`config.mk`:
```
export PLATFORM = sky130hd
export DESIGN_NAME = b04_sample_feeder
export DESIGN_NICKNAME = d
export VERILOG_FILES = /design/src/rtl/b04_sample_feeder.sv
export SDC_FILE = /design/constraint.sdc
export NUM_CORES = 1
export LEC_CHECK = 0
export ABC_AREA = 1
export BUFFER_PORTS_ARGS = -buffer_cell sky130_fd_sc_hd__buf_2
export CORE_AREA = 2 2 73 75
export CTS_BUF_LIST = sky130_fd_sc_hd__clkbuf_8
export CTS_CLUSTER_DIAMETER = 60
export CTS_CLUSTER_SIZE = 8
export DETAILED_ROUTE_END_ITERATION = 8
export DIE_AREA = 0 0 75 77
export PLACE_DENSITY = 0.77
export SLEW_MARGIN = 20
export SYNTH_ARGS = -nofsm -noshare
export SYNTH_HDL_FRONTEND = slang
export SYNTH_SLANG_ARGS = --single-unit
```
`constraint.sdc`:
```
create_clock -name CLOCK -period 1.95 [get_ports CLOCK]
set_clock_uncertainty 0.2 [all_clocks]
set_input_delay 0.195 -clock CLOCK [delete_from_list [all_inputs] [get_ports CLOCK]]
set_output_delay 0.195 -clock CLOCK [all_outputs]
set_load 0.01 [all_outputs]
```
`src/rtl/b04_sample_feeder.sv`:
```
// Upstream feeder for the b04 max/min/average processor: buffers samples in a small FIFO,
// covers the processor start-up with two WARM cycles, and cuts the stream into restart-delimited frames.
module b04_sample_feeder #(
    parameter int DEPTH     = 4,
    parameter int AW        = 2,
    parameter int FRAME_LEN = 8
) (
    input  logic          CLOCK,
    input  logic          RESET_N,
    input  logic          IN_VALID,
    output logic          IN_READY,
    input  logic [7:0]    IN_DATA,
    input  logic          MODE_AVG,
    output logic [7:0]    DATA_IN,
    output logic          ENABLE,
    output logic          RESTART,
    output logic          AVERAGE,
    output logic          FRAME_DONE,
    output logic [AW:0]   LEVEL
);

    localparam int          DATA_W     = 8;
    localparam logic [AW:0] FULL_LEVEL = (AW + 1)'(DEPTH);
    localparam logic [7:0]  FRAME_LAST = 8'(FRAME_LEN);

    typedef enum logic [1:0] {WARM0, WARM1, STREAM, GAP} state_t;

    state_t                     state, state_nx;
    logic signed [DATA_W-1:0]   mem [DEPTH];
    logic signed [DATA_W-1:0]   head_p0;
    logic [AW-1:0]              wr_ptr, rd_ptr;
    logic [7:0]                 cnt, cnt_nx, cnt_inc;
    logic [DATA_W-1:0]          data_nx;
    logic                       enable_nx, restart_nx, average_nx, done_nx;
    logic                       push, pop;

    // Full FIFO refuses a push even when the same cycle pops: no bypass path.
    assign IN_READY = (LEVEL != FULL_LEVEL);
    assign push     = IN_VALID && IN_READY;
    assign head_p0  = mem[rd_ptr];
    assign cnt_inc  = cnt + 8'd1;

    always_comb begin
        state_nx   = state;
        cnt_nx     = cnt;
        data_nx    = DATA_IN;
        enable_nx  = 1'b0;
        restart_nx = 1'b0;
        done_nx    = 1'b0;
        average_nx = AVERAGE;
        pop        = 1'b0;
        case (state)
            WARM0: state_nx = WARM1;
            WARM1: begin
                state_nx   = STREAM;
                average_nx = MODE_AVG;
            end
            STREAM: begin
                if (LEVEL != '0) begin
                    pop       = 1'b1;
                    data_nx   = head_p0;
                    enable_nx = 1'b1;
                    cnt_nx    = cnt_inc;
                    if (cnt_inc == FRAME_LAST) state_nx = GAP;
                end
            end
            GAP: begin
                restart_nx = 1'b1;
                done_nx    = 1'b1;
                cnt_nx     = 8'd0;
                average_nx = MODE_AVG;
                state_nx   = STREAM;
            end
            default: state_nx = WARM0;
        endcase
    end

    // Storage carries no reset; only pointers and occupancy define validity.
    always_ff @(posedge CLOCK) begin
        if (push) mem[wr_ptr] <= IN_DATA;
    end

    always_ff @(posedge CLOCK or negedge RESET_N) begin
        if (!RESET_N) begin
            state      <= WARM0;
            cnt        <= 8'd0;
            wr_ptr     <= '0;
            rd_ptr     <= '0;
            LEVEL      <= '0;
            DATA_IN    <= '0;
            ENABLE     <= 1'b0;
            RESTART    <= 1'b0;
            AVERAGE    <= 1'b0;
            FRAME_DONE <= 1'b0;
        end else begin
            state      <= state_nx;
            cnt        <= cnt_nx;
            DATA_IN    <= data_nx;
            ENABLE     <= enable_nx;
            RESTART    <= restart_nx;
            AVERAGE    <= average_nx;
            FRAME_DONE <= done_nx;
            if (push) wr_ptr <= wr_ptr + 1'b1;
            if (pop)  rd_ptr <= rd_ptr + 1'b1;
            case ({push, pop})
                2'b10:   LEVEL <= LEVEL + 1'b1;
                2'b01:   LEVEL <= LEVEL - 1'b1;
                default: LEVEL <= LEVEL;
            endcase
        end
    end

endmodule

```
======== Word-level counts from Yosys, hierarchy flattened ========
Memories as Yosys holds them, arrays and structs flattened. A register that Yosys moved wholly into a read port is not among the register bits.
Index checks and enable logic that the tools add are counted.
operators by class
  $add $sub $neg .......................... 5
  reduce and logical (&&, ||, !) cells .... 10
  muxes and demuxes ....................... 11
  eq/ne operators ......................... 9
operators with widths
  operator                                                               count
  8-bit one-hot mux with 2 select lines                                  1
  8-bit by 1-bit adder with 8-bit output, second input constant          1
  8-bit by 4-bit equality test with 1-bit output, second input constant  1
  8-bit 2-to-1 mux                                                       1
  2-bit equality test, second input constant                             3
  2-bit one-hot mux with 3 select lines                                  1
  3-bit one-hot mux with 2 select lines                                  1
  2-bit AND reduction                                                    3
  1-bit 2-to-1 mux                                                       5
  2-bit by 1-bit adder with 2-bit output, second input constant          2
  2-bit by 1-bit equality test with 1-bit output, second input constant  2
  2-bit 2-to-1 mux                                                       2
  2-bit inequality test, second input constant                           2
  2-bit nonzero test                                                     2
  3-bit by 1-bit adder with 3-bit output, second input constant          1
  3-bit inequality test, second input constant                           1
  3-bit nonzero test                                                     1
  3-bit by 1-bit subtractor with 3-bit output, second input constant     1
  2-bit zero test                                                        1
  2-bit OR reduction                                                     1
  1-bit logical AND                                                      1
  1-bit zero test                                                        1
word-level totals
  input bits .............................. 12
  register bits after elaboration ......... 20
  output and inout port bits .............. 16
  memories ................................ 1
  memory bits (writable) .................. 32
  word-level logic and storage cells ...... 44
memory list
  memory  words  width  read ports  clocked after memory_dff  wr ports  line  RTL
  mem     4      8      1           1                         1         29    logic signed [DATA_W-1:0] mem [DEPTH];

======== Logic depth before layout (Yosys ltp) ========
  word-level depth ........................ 5
  mapped depth ............................ 11
  gate-level depth less buffers ........... 10

======== Least setup slack after synthesis ========
OpenSTA, ideal clock, no wires.
  path kind ............................... flip-flop to flip-flop
  start point ............................. register LEVEL[0]
  end point ............................... register LEVEL[2]
  library setup time ...................... 128 ps
  data required time ...................... 1622 ps
  stages on the path, launching flop included .. 10
  period minus slack after synthesis ...... 2165 ps
  arrival time ............................ 1836 ps
  buffers on the path ..................... 0
  path slack .............................. -215 ps
  path through ............................ dfrtp_1 > inv_2 > nand3_1 > nand2_1 > ha_1 > inv_1 > fa_1 > a21oi_1 > o21ai_0 > xnor2_1
on the way
  elaborated cells on any way between the ends .. 11
  classes of those cells .................. add/sub (2); eq/ne (3); mux (3); reduce/logical (3)
RTL lines
  element                                                                                       line  RTL
  from (decl)                                                                                   19    output logic [AW:0] LEVEL
  from (signal assigned)                                                                        106   2'b10: LEVEL <= LEVEL + 1'b1;
  from (signal assigned)                                                                        107   2'b01: LEVEL <= LEVEL - 1'b1;
  3-bit inequality test *                                                                       38    assign IN_READY = (LEVEL != FULL_LEVEL);
  named net IN_READY                                                                            11    output logic IN_READY,
  1-bit logical AND *                                                                           39    assign push = IN_VALID && IN_READY;
  2-bit by 1-bit equality test with 1-bit output / 2-bit equality test (equally long branches)  105   case ({push, pop})
  3-bit one-hot mux with 2 select lines / 2-bit nonzero test (equally long branches)            --
Mark *: on every way through the listed nets, which the timed path passes. The rest lies on a longest branch.
A chain may end at the register's enable or synchronous reset.

======== Final worst setup path ========
  start point ............................. register LEVEL[0]
  end point ............................... register LEVEL[2]
on the way
  longest elaborated chain between the ends .. 5
  elaborated cells on any way between the ends .. 11
  classes of those cells .................. add/sub (2); eq/ne (3); mux (3); reduce/logical (3)
ends and longest elaborated chain
  element                                                                                       line  RTL
  3-bit nonzero test                                                                            59    if (LEVEL != '0) begin
  1-bit 2-to-1 mux                                                                              59
  1-bit 2-to-1 mux                                                                              52    case (state)
  2-bit by 1-bit equality test with 1-bit output / 2-bit equality test (equally long branches)  105
  3-bit one-hot mux with 2 select lines / 2-bit nonzero test (equally long branches)            --
Parallel ways exist; a longest one is shown, timed or not.

==> qor.txt <==
Power Total: 5380 uW
antenna viol nets, final: 0
Skew-Pair Late Insertion Delay: 0.34 ns
initial core utilization: 51.7%
Ports: 28
number of global-route vias before repair: 1796
GRT Overall Usage: 19.4%
Pint: 3440 uW
crit path launch: LEVEL[0]
HPWL Detailed: 3060 um
Mean Syn Cell Area: 10.5 um^2
first-pass GRT wire length: 8070 um
Crit path depth: 9
Ys Warns: 0
antenna violations before repair: 0
commonest non-fill, non-tap cell in the layout: nor2_1
pwr dens: 1670 nW/um^2
Reg2Reg Capture Point: LEVEL[2]
setup_tns: 0 ns
Sw Pwr: 1940 uW
synthesis-to-finish area growth: 25.4%
Avg WL per Cell: 13.4 um
reg2reg start: LEVEL[0]
maxcap violations: 0
floorplan row count: 26
Crit path buffers/inverters: 2
Post-Place Setup Slack: 0.0582 ns
crit-path cells: inv_2 > nand3_1 > nand2_2 > ha_4 > inv_2 > fa_2 > a21oi_2 > o21ai_1 > xnor2_1
Worst Tran Pin Value: 0.631 ns
Max-slew headroom: 57.9%
largest net degree at the start of global routing: 29
synthesized instance count: 244
RSZ-0062 raised after global routing: true
final RePlAce weighted congestion: 0.851
DRC: 0
Syn Std Cell Area: 2570 um^2
core region area: 4980 um^2
synthesized flop and latch total: 60
area share of the largest cell type after synthesis: 37.4%
register area share after synthesis: 64.6%
Synth area leader: edfxtp_1
CTS max path bufs: 2
Fin. Hold Viols: 0
Min Hold Slack: 0.0893 ns
H-tree Lvls: 3
Max FO, Critical Path: 3
Die Footprint: 5780 um^2
Pleak: 0.00139 uW
Post-Route WL: 5000 um
CTS tree: done
Reg power frac: 37.1%
Slew Limit Fails: 0
unique cell type count in the Yosys netlist: 25
Worst R2R Setup Slack: 0.08 ns
Final nets: 319
Synth area leaders: edfxtp_1 37%, dfrtp_1 27%, nor2_1 7.9%, o21ai_0 4.5%, nand2_1 4.4%
Die Span Y: 77 um
fmax: 534 MHz
Num CTS Buffers: 9
port bufs: 27
cell chosen for the clock root: clkbuf_8
share of cells above drive strength 1: 24.3%
delay of the slowest critical-path stage: 0.40 ns
most used cell along the critical path: inv_2
Tcrit/Tclk final: 96.0%
GRT Residual Overflow: 0
Sw Share: 36.1%
status: complete, no violations
Die X: 75 um
non-filler cells, final: 374
drt pass-1 iters: 4
CP max stage cell: dfrtp_1
Comb pwr share: 37.1%
final worst setup slack: 0.0789 ns
Setup Crit Path Kind: flop to flop
Largest delay share family, worst path: adder cells
CTS sink count: 60
Synthesized Nets: 264
Finish-stage setup viols: 0
worst setup path endpoint: LEVEL[2]
WP data required: 1.97 ns
Final min period: 1.87 ns
total number of vias: 1850
ANT cells: 0
First DRT Iteration DRCs: 81
critical path endpoint category: flop
Vias per Instance: 4.95
most frequent cells in the layout: 54 x nor2_1, 32 x edfxtp_1, 29 x nand2_1, 27 x dfrtp_1, 27 x buf_2
Worst-path clk slew: 0.07 ns
critical path launch point type: flop
worst r2r path cells: 9
maximum VDD drop: 0.00106 V
HP Class: input pin to flop
critical path arrival: 1.89 ns
part of the power in the clock network: 25.8%
placed instance count: 344
[what timing repair did]
| item | 4_1_cts | 5_1_grt |
|---|---|---|
| endpoints found under the hold margin | 61 | 0 |
| resized for setup | 0 | 3 |
| hold buffers | 10 | 0 |
| setup endpoints to repair | 0 | 2 |
| buffers inserted | 0 | 4 |
[state kept, by name, summed over array words and instances, names as in the netlist, 2 cells and up]
register / cells
DATA_IN: 8
LEVEL: 3
cnt: 8
mem: 32
rd_ptr: 2
state: 2
wr_ptr: 2
[worst min-delay path by stage]
stage | endpoint | cells past startpoint | startpoint
5_1_grt | LEVEL[0] | 4 | IN_VALID
3_5_place_dp | AVERAGE | 1 | RESET_N
4_1_cts | LEVEL[0] | 4 | IN_VALID
6_report | LEVEL[0] | 4 | IN_VALID
2_1_floorplan | AVERAGE | 0 | RESET_N
3_3_place_gp | state[1] | 1 | RESET_N
[cells by family after synthesis]
| logic type | Yosys count | share of synthesized area [%] |
|---|---|---|
| AO/OA/AOI/OAI | 39 | 8.37 |
| flip-flops | 60 | 64.6 |
| AND/OR/NAND/NOR | 99 | 15.5 |
| buffers and inverters | 34 | 5.98 |
| XOR/XNOR | 4 | 1.36 |
| adder cells (fa/ha/maj) | 8 | 4.18 |
[power groups by stage]
stage	clock (uW)	sequential [uW]	combinational (uW)
global route	1470	2050	2260
global placement	0	2010	1830
detailed placement	0	2020	1920
floorplan	0	2040	1320
finish	1390	2000	2000
CTS	1410	2000	1950
[per-layer routing]
metal  GRT usage (%)  vias up  wire [um]
met1            22.3      869       2020
met3            5.26       15        220
met4            11.3        0        144
li1                -      917          -
met2            31.8       49       2610
met5               0        -          0
[synthesized netlist by cell type]
cell and instances:
o21ai_0 23, nor2_1 54, inv_1 24, dfrtp_1 28
a21oi_2 1, nand4_1 2, nand3_1 8, nand2_1 30
xnor2_1 2, edfxtp_1 32, a31oi_1 8, nor2_2 2
buf_6 2, buf_2 1, o21ai_1 2, inv_2 3
nand2_2 3, buf_4 2, o21ai_2 1, xor2_1 2
a21oi_1 2, clkbuf_2 2, o22ai_1 2, fa_1 1
ha_1 7
[metrics by stage]
stage	util, %	area (um^2)
global route	64.8	3230
CTS	64.1	3190
global placement	57.1	2840
finish	64.8	3230
floorplan	-	2600
detailed placement	57.1	2840
[final cells by class]
class | count | area, um^2
Clock inverter | 6 | 111
Multi-Input combinational cell | 150 | 786
Inverter | 27 | 101
Sequential cell | 60 | 1660
Clock buffer | 10 | 138
Timing Repair Buffer | 51 | 340
Tap cell | 70 | 87.6
Fill cell | 385 | 1750
[tightest hold or removal path, cell delays in order]
cell and delay [ns]:
buf_2 0.10, nand2_2 0.07, ha_4 0.16, xnor2_1 0.06
(Power assumes the default switching activity.)
